<file path="src/rtl/vga_axil_regs_if.sv">
// Shared AXI4-lite types and the host-bus interface of the VGA register file.
// Signal names are from the slave's point of view (_i driven by master).
package vga_axil_pkg;
  typedef logic [31:0] axil_addr_t;
  typedef logic [31:0] axil_data_t;
  localparam int STRB_W = $bits(axil_data_t) / 8;
  typedef logic [STRB_W-1:0] axil_strb_t;
  localparam logic [1:0] RESP_OKAY   = 2'b00;
  localparam logic [1:0] RESP_SLVERR = 2'b10;
endpackage

interface vga_axil_if;
  import vga_axil_pkg::*;

  axil_addr_t araddr_i;
  logic       arvalid_i;
  logic       arready_o;
  axil_data_t rdata_o;
  logic [1:0] rresp_o;
  logic       rvalid_o;
  logic       rready_i;
  axil_addr_t awaddr_i;
  logic       awvalid_i;
  logic       awready_o;
  axil_data_t wdata_i;
  axil_strb_t wstrb_i;
  logic       wvalid_i;
  logic       wready_o;
  logic [1:0] bresp_o;
  logic       bvalid_o;
  logic       bready_i;

  modport master (
    output araddr_i, arvalid_i, rready_i,
    output awaddr_i, awvalid_i,
    output wdata_i, wstrb_i, wvalid_i,
    output bready_i,
    input  arready_o, rdata_o, rresp_o, rvalid_o,
    input  awready_o, wready_o,
    input  bresp_o, bvalid_o
  );

  modport slave (
    input  araddr_i, arvalid_i, rready_i,
    input  awaddr_i, awvalid_i,
    input  wdata_i, wstrb_i, wvalid_i,
    input  bready_i,
    output arready_o, rdata_o, rresp_o, rvalid_o,
    output awready_o, wready_o,
    output bresp_o, bvalid_o
  );
endinterface

</file>
<file path="src/rtl/vga_axil_regs.sv">
// AXI4-lite register file for the VGA core: CTRL, BG_COLOR, FRAME_CNT, ID.
// Define VGA_AXIL_REGS_IRQ_EN to add CTRL[2] irq_en, IRQ_STAT at 0x10 and irq_o.
module vga_axil_regs
  import vga_axil_pkg::*;
(
  input  logic        clk_i,
  input  logic        arst_ni,
  vga_axil_if.slave   bus,
  input  logic        frame_done_i,
  output logic        vga_en_o,
  output logic        test_pat_o,
  output logic [11:0] bg_color_o,
  output logic        irq_o
);

  localparam axil_data_t ID_VAL = 32'h5647_4101;

  logic [2:0]  ctrl_q, ctrl_d;
  logic [11:0] bg_q, bg_d;
  axil_data_t  cnt_q, cnt_d;
  logic        aw_held_q, aw_held_d;
  logic [29:0] awaddr_q, awaddr_d;
  logic        w_held_q, w_held_d;
  logic [11:0] wdata_q, wdata_d;
  logic [1:0]  wstrb_q, wstrb_d;
  logic        bvalid_q, bvalid_d;
  logic [1:0]  bresp_q, bresp_d;
  logic        rvalid_q, rvalid_d;
  axil_data_t  rdata_q, rdata_d;
  logic [1:0]  rresp_q, rresp_d;
  logic        stat_q, stat_d;
  logic        irq_q, irq_d;

  logic        aw_hs, w_hs, commit;
  logic [29:0] wa;
  logic [11:0] wd;
  logic [1:0]  ws;
  logic [4:0]  wsel, rsel;

  assign bus.arready_o = !rvalid_q;
  assign bus.awready_o = !aw_held_q && !bvalid_q;
  assign bus.wready_o  = !w_held_q && !bvalid_q;
  assign bus.bvalid_o  = bvalid_q;
  assign bus.bresp_o   = bresp_q;
  assign bus.rvalid_o  = rvalid_q;
  assign bus.rdata_o   = rdata_q;
  assign bus.rresp_o   = rresp_q;

  assign vga_en_o   = ctrl_q[0];
  assign test_pat_o = ctrl_q[1];
  assign bg_color_o = bg_q;
  assign irq_o      = irq_q;

  always_comb begin
    ctrl_d    = ctrl_q;
    bg_d      = bg_q;
    cnt_d     = cnt_q;
    aw_held_d = aw_held_q;
    awaddr_d  = awaddr_q;
    w_held_d  = w_held_q;
    wdata_d   = wdata_q;
    wstrb_d   = wstrb_q;
    bvalid_d  = bvalid_q;
    bresp_d   = bresp_q;
    rvalid_d  = rvalid_q;
    rdata_d   = rdata_q;
    rresp_d   = rresp_q;
    stat_d    = 1'b0;
    irq_d     = 1'b0;

    aw_hs = bus.awvalid_i && bus.awready_o;
    w_hs  = bus.wvalid_i && bus.wready_o;
    if (aw_hs) begin
      aw_held_d = 1'b1;
      awaddr_d  = bus.awaddr_i[31:2];
    end
    if (w_hs) begin
      w_held_d = 1'b1;
      wdata_d  = bus.wdata_i[11:0];
      wstrb_d  = bus.wstrb_i[1:0];
    end

    // Held beats take priority; a live beat is used on its handshake edge.
    wa = aw_held_q ? awaddr_q : bus.awaddr_i[31:2];
    wd = w_held_q ? wdata_q : bus.wdata_i[11:0];
    ws = w_held_q ? wstrb_q : bus.wstrb_i[1:0];
    commit = (aw_held_q || aw_hs) && (w_held_q || w_hs);

    for (int i = 0; i < 5; i++) begin
      wsel[i] = (wa[29:3] == '0) && (wa[2:0] == 3'(i));
      rsel[i] = (bus.araddr_i[31:5] == '0)
             && (bus.araddr_i[4:2] == 3'(i));
    end

    if (frame_done_i) cnt_d = cnt_q + 32'd1;

    if (bvalid_q && bus.bready_i) bvalid_d = 1'b0;

`ifdef VGA_AXIL_REGS_IRQ_EN
    stat_d = stat_q;
`endif

    if (commit) begin
      aw_held_d = 1'b0;
      w_held_d  = 1'b0;
      bvalid_d  = 1'b1;
      bresp_d   = RESP_SLVERR;
      unique case (1'b1)
        wsel[0]: begin
          bresp_d = RESP_OKAY;
`ifdef VGA_AXIL_REGS_IRQ_EN
          if (ws[0]) ctrl_d = wd[2:0];
`else
          if (ws[0]) ctrl_d = {1'b0, wd[1:0]};
`endif
        end
        wsel[1]: begin
          bresp_d = RESP_OKAY;
          if (ws[0]) bg_d[7:0]  = wd[7:0];
          if (ws[1]) bg_d[11:8] = wd[11:8];
        end
`ifdef VGA_AXIL_REGS_IRQ_EN
        wsel[4]: begin
          bresp_d = RESP_OKAY;
          if (ws[0] && wd[0]) stat_d = 1'b0;
        end
`endif
        default: ;
      endcase
    end

`ifdef VGA_AXIL_REGS_IRQ_EN
    // A frame event overrides a W1C clear landing on the same edge.
    if (frame_done_i) stat_d = 1'b1;
    irq_d = stat_d && ctrl_d[2];
`endif

    if (rvalid_q && bus.rready_i) rvalid_d = 1'b0;

    // Read sources are the pre-edge values of every register.
    if (bus.arvalid_i && !rvalid_q) begin
      rvalid_d = 1'b1;
      rdata_d  = '0;
      rresp_d  = RESP_OKAY;
      unique case (1'b1)
        rsel[0]: rdata_d = {29'd0, ctrl_q};
        rsel[1]: rdata_d = {20'd0, bg_q};
        rsel[2]: rdata_d = cnt_q;
        rsel[3]: rdata_d = ID_VAL;
`ifdef VGA_AXIL_REGS_IRQ_EN
        rsel[4]: rdata_d = {31'd0, stat_q};
`endif
        default: rresp_d = RESP_SLVERR;
      endcase
    end
  end

  always_ff @(posedge clk_i or negedge arst_ni) begin
    if (!arst_ni) begin
      ctrl_q    <= '0;
      bg_q      <= '0;
      cnt_q     <= '0;
      aw_held_q <= 1'b0;
      awaddr_q  <= '0;
      w_held_q  <= 1'b0;
      wdata_q   <= '0;
      wstrb_q   <= '0;
      bvalid_q  <= 1'b0;
      bresp_q   <= RESP_OKAY;
      rvalid_q  <= 1'b0;
      rdata_q   <= '0;
      rresp_q   <= RESP_OKAY;
      stat_q    <= 1'b0;
      irq_q     <= 1'b0;
    end else begin
      ctrl_q    <= ctrl_d;
      bg_q      <= bg_d;
      cnt_q     <= cnt_d;
      aw_held_q <= aw_held_d;
      awaddr_q  <= awaddr_d;
      w_held_q  <= w_held_d;
      wdata_q   <= wdata_d;
      wstrb_q   <= wstrb_d;
      bvalid_q  <= bvalid_d;
      bresp_q   <= bresp_d;
      rvalid_q  <= rvalid_d;
      rdata_q   <= rdata_d;
      rresp_q   <= rresp_d;
      stat_q    <= stat_d;
      irq_q     <= irq_d;
    end
  end

endmodule

</file>
<file path="src/flat_wrapper.sv">
// flat-port wrapper written by rule: the top's interface ports become plain ports
module vga_axil_regs_flat import vga_axil_pkg::*;
  (clk_i, arst_ni, frame_done_i, vga_en_o, test_pat_o, bg_color_o, irq_o, bus_araddr_i, bus_arvalid_i, bus_rready_i, bus_awaddr_i, bus_awvalid_i, bus_wdata_i, bus_wstrb_i, bus_wvalid_i, bus_bready_i, bus_arready_o, bus_rdata_o, bus_rresp_o, bus_rvalid_o, bus_awready_o, bus_wready_o, bus_bresp_o, bus_bvalid_o);
  vga_axil_if bus_i ();
  input  logic clk_i;
  input  logic arst_ni;
  input  logic frame_done_i;
  output logic vga_en_o;
  output logic test_pat_o;
  output logic [11:0] bg_color_o;
  output logic irq_o;
  input wire logic [$bits(bus_i.araddr_i)-1:0] bus_araddr_i;
  input wire logic [$bits(bus_i.arvalid_i)-1:0] bus_arvalid_i;
  input wire logic [$bits(bus_i.rready_i)-1:0] bus_rready_i;
  input wire logic [$bits(bus_i.awaddr_i)-1:0] bus_awaddr_i;
  input wire logic [$bits(bus_i.awvalid_i)-1:0] bus_awvalid_i;
  input wire logic [$bits(bus_i.wdata_i)-1:0] bus_wdata_i;
  input wire logic [$bits(bus_i.wstrb_i)-1:0] bus_wstrb_i;
  input wire logic [$bits(bus_i.wvalid_i)-1:0] bus_wvalid_i;
  input wire logic [$bits(bus_i.bready_i)-1:0] bus_bready_i;
  output wire logic [$bits(bus_i.arready_o)-1:0] bus_arready_o;
  output wire logic [$bits(bus_i.rdata_o)-1:0] bus_rdata_o;
  output wire logic [$bits(bus_i.rresp_o)-1:0] bus_rresp_o;
  output wire logic [$bits(bus_i.rvalid_o)-1:0] bus_rvalid_o;
  output wire logic [$bits(bus_i.awready_o)-1:0] bus_awready_o;
  output wire logic [$bits(bus_i.wready_o)-1:0] bus_wready_o;
  output wire logic [$bits(bus_i.bresp_o)-1:0] bus_bresp_o;
  output wire logic [$bits(bus_i.bvalid_o)-1:0] bus_bvalid_o;
  assign bus_i.araddr_i = bus_araddr_i;
  assign bus_i.arvalid_i = bus_arvalid_i;
  assign bus_i.rready_i = bus_rready_i;
  assign bus_i.awaddr_i = bus_awaddr_i;
  assign bus_i.awvalid_i = bus_awvalid_i;
  assign bus_i.wdata_i = bus_wdata_i;
  assign bus_i.wstrb_i = bus_wstrb_i;
  assign bus_i.wvalid_i = bus_wvalid_i;
  assign bus_i.bready_i = bus_bready_i;
  assign bus_arready_o = bus_i.arready_o;
  assign bus_rdata_o = bus_i.rdata_o;
  assign bus_rresp_o = bus_i.rresp_o;
  assign bus_rvalid_o = bus_i.rvalid_o;
  assign bus_awready_o = bus_i.awready_o;
  assign bus_wready_o = bus_i.wready_o;
  assign bus_bresp_o = bus_i.bresp_o;
  assign bus_bvalid_o = bus_i.bvalid_o;
  vga_axil_regs u_core (.clk_i(clk_i), .arst_ni(arst_ni), .bus(bus_i), .frame_done_i(frame_done_i), .vga_en_o(vga_en_o), .test_pat_o(test_pat_o), .bg_color_o(bg_color_o), .irq_o(irq_o));
endmodule
</file>
<file path="config.mk">
export PLATFORM = sky130hd
export DESIGN_NAME = vga_axil_regs_flat
export DESIGN_NICKNAME = d
export VERILOG_FILES = /design/src/rtl/vga_axil_regs_if.sv /design/src/rtl/vga_axil_regs.sv /design/src/flat_wrapper.sv
export SDC_FILE = /design/constraint.sdc
export NUM_CORES = 1
export LEC_CHECK = 0
export ABC_AREA = 1
export BUFFER_PORTS_ARGS = -buffer_cell sky130_fd_sc_hd__buf_2
export CORE_MARGIN = 5
export CORE_UTILIZATION = 48
export CTS_CLUSTER_SIZE = 8
export DETAILED_ROUTE_END_ITERATION = 8
export GPL_TIMING_DRIVEN = 0
export PLACE_DENSITY_LB_ADDON = 0.1
export SLEW_MARGIN = 20
export SYNTH_ARGS = -nofsm -noshare
export SYNTH_HDL_FRONTEND = slang
export SYNTH_SLANG_ARGS = --single-unit
</file>
<file path="constraint.sdc">
create_clock -name clk_i -period 1.5 [get_ports clk_i]
set_input_delay 0.075 -clock clk_i [delete_from_list [all_inputs] [get_ports clk_i]]
set_output_delay 0.075 -clock clk_i [all_outputs]
set_load 0.005 [all_outputs]
</file>
* Word-level counts from Yosys, hierarchy flattened
Index checks and enable logic that the tools add are counted.
** Storage, ports and cells
- Bits in registers :: 130
- Word-level logic and storage cells :: 66
- Bits in latches :: 0
- Bits of input ports :: 108
- Bits in writable memories :: 0
- Memory bits (read-only) :: 0
- Memories :: 0
** Operators by class
- Bitwise logic cells :: 0
- Reductions and logical operators :: 33
- Add/sub/neg operators :: 1
- Magnitude comparators :: 0
- Shifts and indexed selects :: 0
- Multiplexer cells :: 14
- Divide/modulo/power cells :: 0
- Multiply operators :: 0
- Equality and inequality tests :: 4
** Operators with widths (number)
- $pmux 32 s4 :: 1
- $logic_not 27->1 :: 2
- $add 32x1->32 const B :: 1
- $mux 30 :: 1
- $logic_and 1x1->1 :: 14
- $mux 12 :: 1
- $reduce_and 3->1 :: 3
- $mux 1 :: 8
- $reduce_bool 2->1 :: 4
- $eq 3x1->1 const B :: 2
- $eq 3x2->1 const B :: 2
- $logic_not 3->1 :: 2
- $mux 2 :: 3
- $logic_not 1->1 :: 4
- $reduce_or 4->1 :: 1
- $logic_or 1x1->1 :: 2
- $reduce_or 2->1 :: 1

* Depth between registers and ports, before layout
Gate-level depths: netlist of the first run.
- Word-level depth :: 6
- Depth in mapped cells :: 11

* Worst setup path before layout of the first run
Ideal clock, no wire load.
- Kind :: register to register
- Start :: register u_core.cnt_q[0]
- End :: register u_core.cnt_q[30]
- Period minus slack after synthesis :: 1.609 ns
- Cell stages (with the launch flop) :: 9
- Arrival :: 1.486 ns
- Library setup time :: 0.123 ns
- Setup slack :: -0.109 ns
- Buffers on the path :: 0
- Path through :: dfrtp_1 ha_1 nand3_1 nor2_1 nand4_1 nor2_2 nand2_1 o21ai_0 nand2_1
** On the way
- Longest elaborated chain between the ends :: 1
** RTL lines
- start, declared :: line vga_axil_regs.sv:20 : axil_data_t cnt_q, cnt_d;
- start signal, assigned :: line vga_axil_regs.sv:178 : cnt_q <= cnt_d;
- $add 32x1->32 :: line vga_axil_regs.sv:95 : if (frame_done_i) cnt_d = cnt_q + 32'd1;
Every way passes these cells.
A chain may end at the register's enable or synchronous reset.

* Worst setup path in the final report of the first run
- Start :: register u_core.cnt_q[1]
- End :: register u_core.cnt_q[26]
The elaborated chain is that of the path after synthesis.

==> summary.md, run 1 <==
| Metric | Value |
|---|---|
| Leakage power | `4.795 nW` |
| Maximum VDD drop | `1289 uV` |
| CTS max path bufs | `2` |
| Syn Area/Cell | `7.840 um2` |
| Unique cell type count in the Yosys netlist | `36` |
| Crit path kind | `flop to flop` |
| Max Fclk | `575.8 MHz` |
| Final Hold Fails | `0` |
| Post-synthesis register bit count | `128` |
| Ports | `164` |
| Hold_ws | `0.003334 ns` |
| Mapped Cells | `812` |
| Required @ worst endpoint | `1.86 ns` |
| Vias in the first global route | `5915` |
| P per Cell Area | `1456 mW/mm2` |
| Slew @ Worst Pin | `0.5312 ns` |
| Final Util | `69.86%` |
| Gr usage total | `22.31%` |
| Number of buffers created by CTS | `17` |
| Slew Limit Headroom | `64.31%` |
| Syn. warnings | `0` |
| Most common cell after layout, fill and taps aside | `nand2_1` |
| Antenna Nets Post-Route | `0` |
| Share of the synthesized area in the top cell type | `50.31%` |
| H-Tree Depth | `4` |
| Area Growth Syn to Fin | `44.16%` |
| Crit path max-delay cell type | `dfrtp_1` |
| Seq/Total Area, Yosys | `50.31%` |
| CTS clk-pin slew, worst paths | `0.06 ns` |
| # DRC | `0` |
| Slew Limit Fails | `0` |
| Critical path cell sequence | `ha_4 -> nand3_4 -> nor2_4 -> nand4_1 -> nor2_4 -> nand2_4 -> nor2_1 -> nand2_1 -> nand2_1` |
| Final wirelength | `17620 um` |
| Worst Skew | `0.005323 ns` |
| First drt pass iteration count | `5` |
| Ranking of synthesized cells by area | `dfrtp_1 50%, nand2_1 15%, o21ai_0 6.1%, inv_1 5.5%, nor2_1 3.8%` |
| Critical path data arrival time | `2.10 ns` |
| Min-delay worst type | `input port to flop` |
| Cell accounting for the most synthesized area | `dfrtp_1` |
| Initial antenna violation count | `2` |
| Core area | `0.01314 mm2` |
| Filler Cells Inserted | `1066` |
| TritonCTS clock tree | `built` |
| Tmin final | `1.737 ns` |
| Root Driver | `clkbuf_16` |
| HPWL after DPL | `11900 um` |
| Starting Density | `48.46%` |
| Die Height | `125.2 um` |
| Most frequent cells in the layout | `247 x nand2_1, 137 x buf_2, 124 x dfrtp_1, 93 x inv_1, 69 x o21ai_0` |
| Crit path max fanout | `5` |
| Failing checks | `negative setup slack` |
| Final setup viols | `30` |
| Via density | `4.914` |
| Worst Setup Start Kind | `flop` |
| Crit share post-route | `115.8%` |
| Final net count | `1160` |
| Clk_lat worst skew | `0.42 ns` |
| I/O Buffers | `133` |
| RSZ-0062 raised after global routing | `true` |
| Setup crit end kind | `flop` |
| Routed WL per cell | `14.21 um` |
| Largest net degree at the start of global routing | `92` |
| Die X | `125.2 um` |
| Die ar. | `0.01567 mm2` |
| Rows | `42` |
| First-pass GRT wire length | `28290 um` |
| Worst stage delay on the critical path | `0.42 ns` |
| RePlAce Congestion | `0.8399` |
| Initial DRC Count | `311` |
| Synth Cell Area | `0.006366 mm2` |
| Diode count | `0` |
| Final WS setup | `-0.2367 ns` |
| Gr ovfl total | `0` |
| Share of layout cells above drive strength 1 | `27.82%` |
| Max Cap Viol | `0` |
| Status | `finished with violations` |
| TritonCTS sink count | `128` |
| Total number of vias | `6093` |
## area by class of cell
type	instances	area [um2]	area share, %
sequential	128	3208	34.96
inverter	99	379.1	4.131
tap	176	220.2	2.399
clock inverter	10	180.2	1.963
buffer	30	211.5	2.304
clock buffer	22	484.2	5.276
multi-input combinational	555	2935	31.98
timing repair buffer	220	1559	16.99
## per-layer routing
metal	GRT usage [%]	wire (um)	vias up
met5	0	19	-
met4	7.653	414	4
met3	6.823	848	37
met2	37.27	9020	155
met1	27.62	7316	2823
li1	-	-	3074
## critical path: cells and delay by family, from the launching register on
kind	cells	cell delay [ns]
AND/OR/NAND/NOR	8	1.07
adder cells (fa/ha/maj)	1	0.19
flip-flops	1	0.42
## report_power, final
part	switching (W)	internal, W	total (W)	leakage, nW
logic	0.00227	0.00171	0.00398	2.86
registers	0.000538	0.00425	0.00479	1.61
clock network	0.00148	0.00311	0.00460	0.322
## path summary, 6_finish.rpt
kind,startpoint,end,slack [ns],cells past startpoint
worst max-delay path,u_core.cnt_q[1]$_DFFE_PN0P_,u_core.cnt_q[26]$_DFFE_PN0P_,-0.24,9
worst min-delay path,bus_wvalid_i,u_core.aw_held_q$_DFFE_PN0P_,0.003,4
worst max register to register,u_core.cnt_q[1]$_DFFE_PN0P_,u_core.cnt_q[26]$_DFFE_PN0P_,-0.24,9
worst min register to register,u_core.bus.rdata_o[9]$_DFFE_PN0P_,u_core.bus.rdata_o[9]$_DFFE_PN0P_,0.47,2
max in group asynchronous,arst_ni,u_core.cnt_q[5]$_DFFE_PN0P_,0.63,3
min in group asynchronous,arst_ni,u_core.bus.rdata_o[27]$_DFFE_PN0P_,0.12,2
## logic make-up after synthesis
| family | after synthesis | synth area share (%) |
|---|---|---|
| XOR/XNOR | 28 | 3.852 |
| AO/OA/AOI/OAI | 97 | 8.196 |
| buffers and inverters | 131 | 8.392 |
| adder cells (fa/ha/maj) | 1 | 0.1965 |
| other | 1 | 0.05891 |
| AND/OR/NAND/NOR | 426 | 28.99 |
| flip-flops | 128 | 50.31 |
## cell usage after synthesis (all sizes together)
cell type    n
xor2        26
o22ai        1
o31ai       11
a21oi        3
nor2        72
inv         98
nand2b       1
buf         13
clkbuf      19
o21a         1
nand3       39
or2          1
a31oi        1
conb         1
nor3        24
nand4       32
ha           1
nor3b        1
nand2      255
clkinv       1
nand3b       1
o21ai       80
xnor2        2
dfrtp      128
## flip-flops by register name (all words and copies together) (netlist names)
name,flops
u_core.cnt_q,32
u_core.w_held_q,1
u_core.bus.bvalid_o,1
u_core.wdata_q,12
u_core.bus.rdata_o,32
u_core.bus.rresp_o,1
u_core.bus.rvalid_o,1
u_core.ctrl_q,2
u_core.aw_held_q,1
u_core.wstrb_q,2
u_core.bg_color_o,12
u_core.bus.bresp_o,1
u_core.awaddr_q,30
## repair_timing
item                                    CTS  global route
resized for setup                        49            80
setup buffers                            25            12
hold buffers                             48             0
pin swaps                                38            24
gates cloned                              2             1
endpoints found under the hold margin   179             0
endpoints found under the setup margin   98            85
## stage by stage
| step | area [um2] | setup TNS, ns | instances | setup slack (ns) | total power (W) |
|---|---|---|---|---|---|
| 3_5_place_dp | 7330 | -16.41 | 1124 | -0.3279 | 0.007587 |
| 2_1_floorplan | 6406 | -0.3495 | 814 | -0.03358 | 0.006685 |
| 6_report | 9178 | -4.569 | 1240 | -0.2367 | 0.01337 |
| 3_3_place_gp | 7292 | -189.84 | 1123 | -1.375 | 0.007519 |
| 5_1_grt | 9178 | -7.514 | 1240 | -0.3477 | 0.01414 |
| 4_1_cts | 8852 | -3.358 | 1229 | -0.1830 | 0.01274 |
(Power assumes the default switching activity.)
==> inputs of run 2 (changes only) <==
Settings changed: ABC_AREA 1 to unset, CORE_UTILIZATION 48 to 47.
==> run 2 against run 1 <==
Effect of this change: critical path type unchanged; clock power down 13%; largest power group unchanged; hold slack improved by 0.031 ns; die area decreased by 8.2%; the flow still finishes with violations (negative setup slack); via count down 24%; core utilization is 0.99 points higher.
==> summary.md, run 2 <==
| Metric | Value |
|---|---|
| Final net count | `821 (-29%)` |
| Setup TNS | `-18.85 ns (-14.28 ns)` |
| Delay-heaviest family, CP | `simple AND/OR/NAND/NOR gates` |
| Synth Flop Type | `dfrtp_1` |
| Worst Skew | `0.007742 ns (+0.002419 ns)` |
| Min-delay worst type | `input port to flop` |
| Gr usage total | `22.15% (-0.15 points)` |
| HPWL after DPL | `9811 um (-18%)` |
| Met3 usage | `6.692% (-0.13 points)` |
| Final setup viols | `60 (+100%)` |
| Post-synth top cells | `128 x dfrtp_1, 64 x mux2_2, 60 x nand2_1` |
| Global Route met2 Usage | `36.07% (-1.2 points)` |
| Unique cell type count in the Yosys netlist | `43 (+19%)` |
| RePlAce Congestion | `0.8004 (-4.7%)` |
| Worst stage delay on the critical path | `0.55 ns (+0.13 ns)` |
| Number of buffers created by CTS | `17 (unchanged)` |
| Filler Cells Inserted | `842 (-21%)` |
| Tmin final | `2.160 ns (+0.4230 ns)` |
| TritonCTS sink count | `128 (unchanged)` |
| Gr ovfl total | `0 (unchanged)` |
| H-Tree Depth | `4 (unchanged)` |
| Required @ worst endpoint | `1.79 ns (-0.07 ns)` |
| Slew @ Worst Pin | `0.6263 ns (+0.09508 ns)` |
| Initial antenna violation count | `0 (-2)` |
| Ports | `164 (unchanged)` |
| RSZ-0062 raised after global routing | `true` |
| Placed Instance Area | `0.006643 mm2 (-9.4%)` |
| I/O Buffers | `133 (unchanged)` |
| Die ar. | `0.01439 mm2 (-8.2%)` |
| Crit path kind | `flop to flop` |
| Worst Setup Start Kind | `flop` |
| Critical path data arrival time | `2.45 ns (+0.35 ns)` |
| Initial DRC Count | `168 (-46%)` |
| Vias in the first global route | `4947 (-16%)` |
| Maximum VDD drop | `1155 uV (-10%)` |
| Slew Limit Headroom | `58.25% (-6.1 points)` |
| Share of layout cells above drive strength 1 | `44.89% (+17 points)` |
| First-pass GRT wire length | `25220 um (-11%)` |
| Most frequent cells in the layout | `131 x buf_2, 123 x dfrtp_1, 54 x nand2_1, 48 x mux2_4, 48 x dlygate4sd3_1` |
| Most common cell after layout, fill and taps aside | `buf_2` |
| Area Growth Syn to Fin | `48.54%` |
| Routed WL per cell | `17.87 um (+26%)` |
| Ranking of synthesized cells by area | `dfrtp_1 56%, mux2_2 13%, xnor2_1 4.2%, nand2_1 4.0%, o31ai_1 2.6%` |
| Setup crit end kind | `flop` |
| Total number of vias | `4653 (-24%)` |
| Critical path cell sequence | `or4_1 -> nor4b_2 -> o221a_2 -> buf_4 -> nand3_4 -> mux2_2` |
| Root Driver | `clkbuf_16` |
| Final WS setup | `-0.6597 ns (-0.4230 ns)` |
| First drt pass iteration count | `4 (-1)` |
| CP Buf/Inv Count | `1 (+1)` |
| P per Cell Area | `1479 mW/mm2 (+1.6%)` |
| Crit path max-delay cell type | `or4_1` |
| Post-synth EDFFs | `0 (unchanged)` |
| CTS clk-pin slew, worst paths | `0.05 ns (about the same)` |
| Seq/Total Area, Yosys | `56.38% (+6.1 points)` |
| Max Fclk | `463.0 MHz (-20%)` |
| CTS max path bufs | `2 (unchanged)` |
| Clk_lat worst skew | `0.42 ns (about the same)` |
| Max Cap Viol | `0 (unchanged)` |
| Most common cell in the netlist | `dfrtp_1` |
| Post-synthesis register bit count | `128 (unchanged)` |
| Diode count | `0 (unchanged)` |
| Failing checks | `negative setup slack` |
| Synth Cell Area | `0.005682 mm2 (-11%)` |
| Cell accounting for the most synthesized area | `dfrtp_1` |
| Met1 Use GR | `28.49% (+0.87 points)` |
| Slew Limit Fails | `0 (unchanged)` |
| Core area | `0.01191 mm2 (-9.3%)` |
| Antenna Nets Post-Route | `0 (unchanged)` |
| Syn. warnings | `0 (unchanged)` |
| Largest net degree at the start of global routing | `78 (-15%)` |
| Crit share post-route | `144.0% (+28 points)` |
| Final wirelength | `15560 um (-12%)` |
| Crit path max fanout | `4 (-1)` |
| TritonCTS clock tree | `built` |
| Mapped Cells | `480 (-41%)` |
| Rows | `40 (-4.8%)` |
| Leakage power | `4.064 nW (-15%)` |
| Ys async rst share | `100.0% (unchanged)` |
| # DRC | `0 (unchanged)` |
| Starting Density | `47.70% (-0.76 points)` |
| Die X | `120.0 um (-4.2%)` |
| Via density | `5.342 (+8.7%)` |
| Final Hold Fails | `0 (unchanged)` |
| Status | `finished with violations` |
| Most used routing layer | `met2` |
| Syn Area/Cell | `11.84 um2 (+51%)` |
| Final Util | `70.85% (+0.99 points)` |
| Worst reg2reg setup slack | `-0.66 ns (-0.42 ns)` |
| Share of the synthesized area in the top cell type | `56.38% (+6.1 points)` |
| Post-Layout Inst Area | `0.008439 mm2 (-8.0%)` |
| Die Height | `120.0 um (-4.2%)` |
-- run 2: cell count changes in the layout (fill, tap and decap cells not counted), moves of 10 or more --
| cell | previous run | this run |
|---|---|---|
| mux2_2 | 0 | 24 |
| nand4_1 | 31 | 8 |
| mux2_4 | 0 | 48 |
| xor2_1 | 26 | 3 |
| o21ai_0 | 69 | 12 |
| nand3_1 | 29 | 5 |
| nor2_2 | 11 | 1 |
| nand2_1 | 247 | 54 |
| nor2_4 | 14 | 3 |
| nor3_1 | 17 | 2 |
| inv_1 | 93 | 8 |
| nor4_1 | 0 | 14 |
| xnor2_1 | 2 | 26 |
| nor2_1 | 47 | 22 |
-- run 2: tightest hold or removal path, stage by stage --
cell     delay [ns]
buf_2          0.13
a21oi_1        0.13
o41ai_1        0.07
-- run 2: path summary, 6_finish.rpt --
kind | start | end | cells after the start
setup / recovery | u_core.awaddr_q[18]$_DFFE_PN0P_ | u_core.bg_color_o[11]$_DFFE_PN0P_ | 6
hold / removal | bus_araddr_i[3] | u_core.bus.rdata_o[8]$_DFFE_PN0P_ | 3
setup reg to reg | u_core.awaddr_q[18]$_DFFE_PN0P_ | u_core.bg_color_o[11]$_DFFE_PN0P_ | 6
hold reg to reg | u_core.bus.rdata_o[15]$_DFFE_PN0P_ | u_core.bus.rdata_o[15]$_DFFE_PN0P_ | 2
max in group asynchronous | arst_ni | u_core.w_held_q$_DFFE_PN0P_ | 3
min in group asynchronous | arst_ni | u_core.bus.rdata_o[27]$_DFFE_PN0P_ | 2
-- run 2: cell type report --
class / count / area, um2 / share of cell area, %
Tap cell: 147 / 183.9 / 2.179
Buffer: 21 / 175.2 / 2.076
Clock buffer: 26 / 529.3 / 6.271
Multi-Input combinational cell: 321 / 2704 / 32.04
Timing Repair Buffer: 215 / 1558 / 18.46
Clock inverter: 5 / 50.05 / 0.5930
Sequential cell: 128 / 3209 / 38.03
Inverter: 8 / 30.03 / 0.3558
-- run 2: repair_timing --
item / CTS / global route
buffers inserted: 25 / 7
gates cloned: 4 / 0
hold buffers: 48 / 0
hold endpoints to repair: 100 / 0
pin swaps: 18 / 11
endpoints found under the setup margin: 74 / 112
resized for setup: 84 / 42
-- run 2: layer usage --
layer / vias to the layer above / share of wire, %
met2: 174 / 49
met4: 0 / 1.4
met1: 2285 / 43
met5: - / 0
li1: 2172 / -
met3: 22 / 6.6
-- run 2: logic make-up after synthesis --
kind of cell	count (synthesis)	synth area share [%]
AND/OR/NAND/NOR	159	14.45
flip-flops	128	56.38
multiplexers	76	15.50
AO/OA/AOI/OAI	51	6.078
buffers and inverters	33	2.532
XOR/XNOR	31	4.779
adder cells (fa/ha/maj)	1	0.2202
other	1	0.06600
-- run 2: power breakdown --
group | switching [W] | leakage (nW) | total, W | internal [W]
combinational | 0.00138 | 2.12 | 0.00372 | 0.00234
clock | 0.00141 | 0.292 | 0.00398 | 0.00257
sequential | 0.000564 | 1.65 | 0.00479 | 0.00423
-- run 2: through the flow --
stage	hold slack [ns]	total power [W]	instances	worst slack, ns
2_1_floorplan	-0.2206	0.006294	482	-0.4470
3_3_place_gp	0.2596	0.006872	762	-1.289
3_5_place_dp	0.06552	0.007006	763	-0.6960
4_1_cts	0.006418	0.01220	870	-0.6564
5_1_grt	0.03676	0.01306	871	-0.7643
6_report	0.03418	0.01248	871	-0.6597
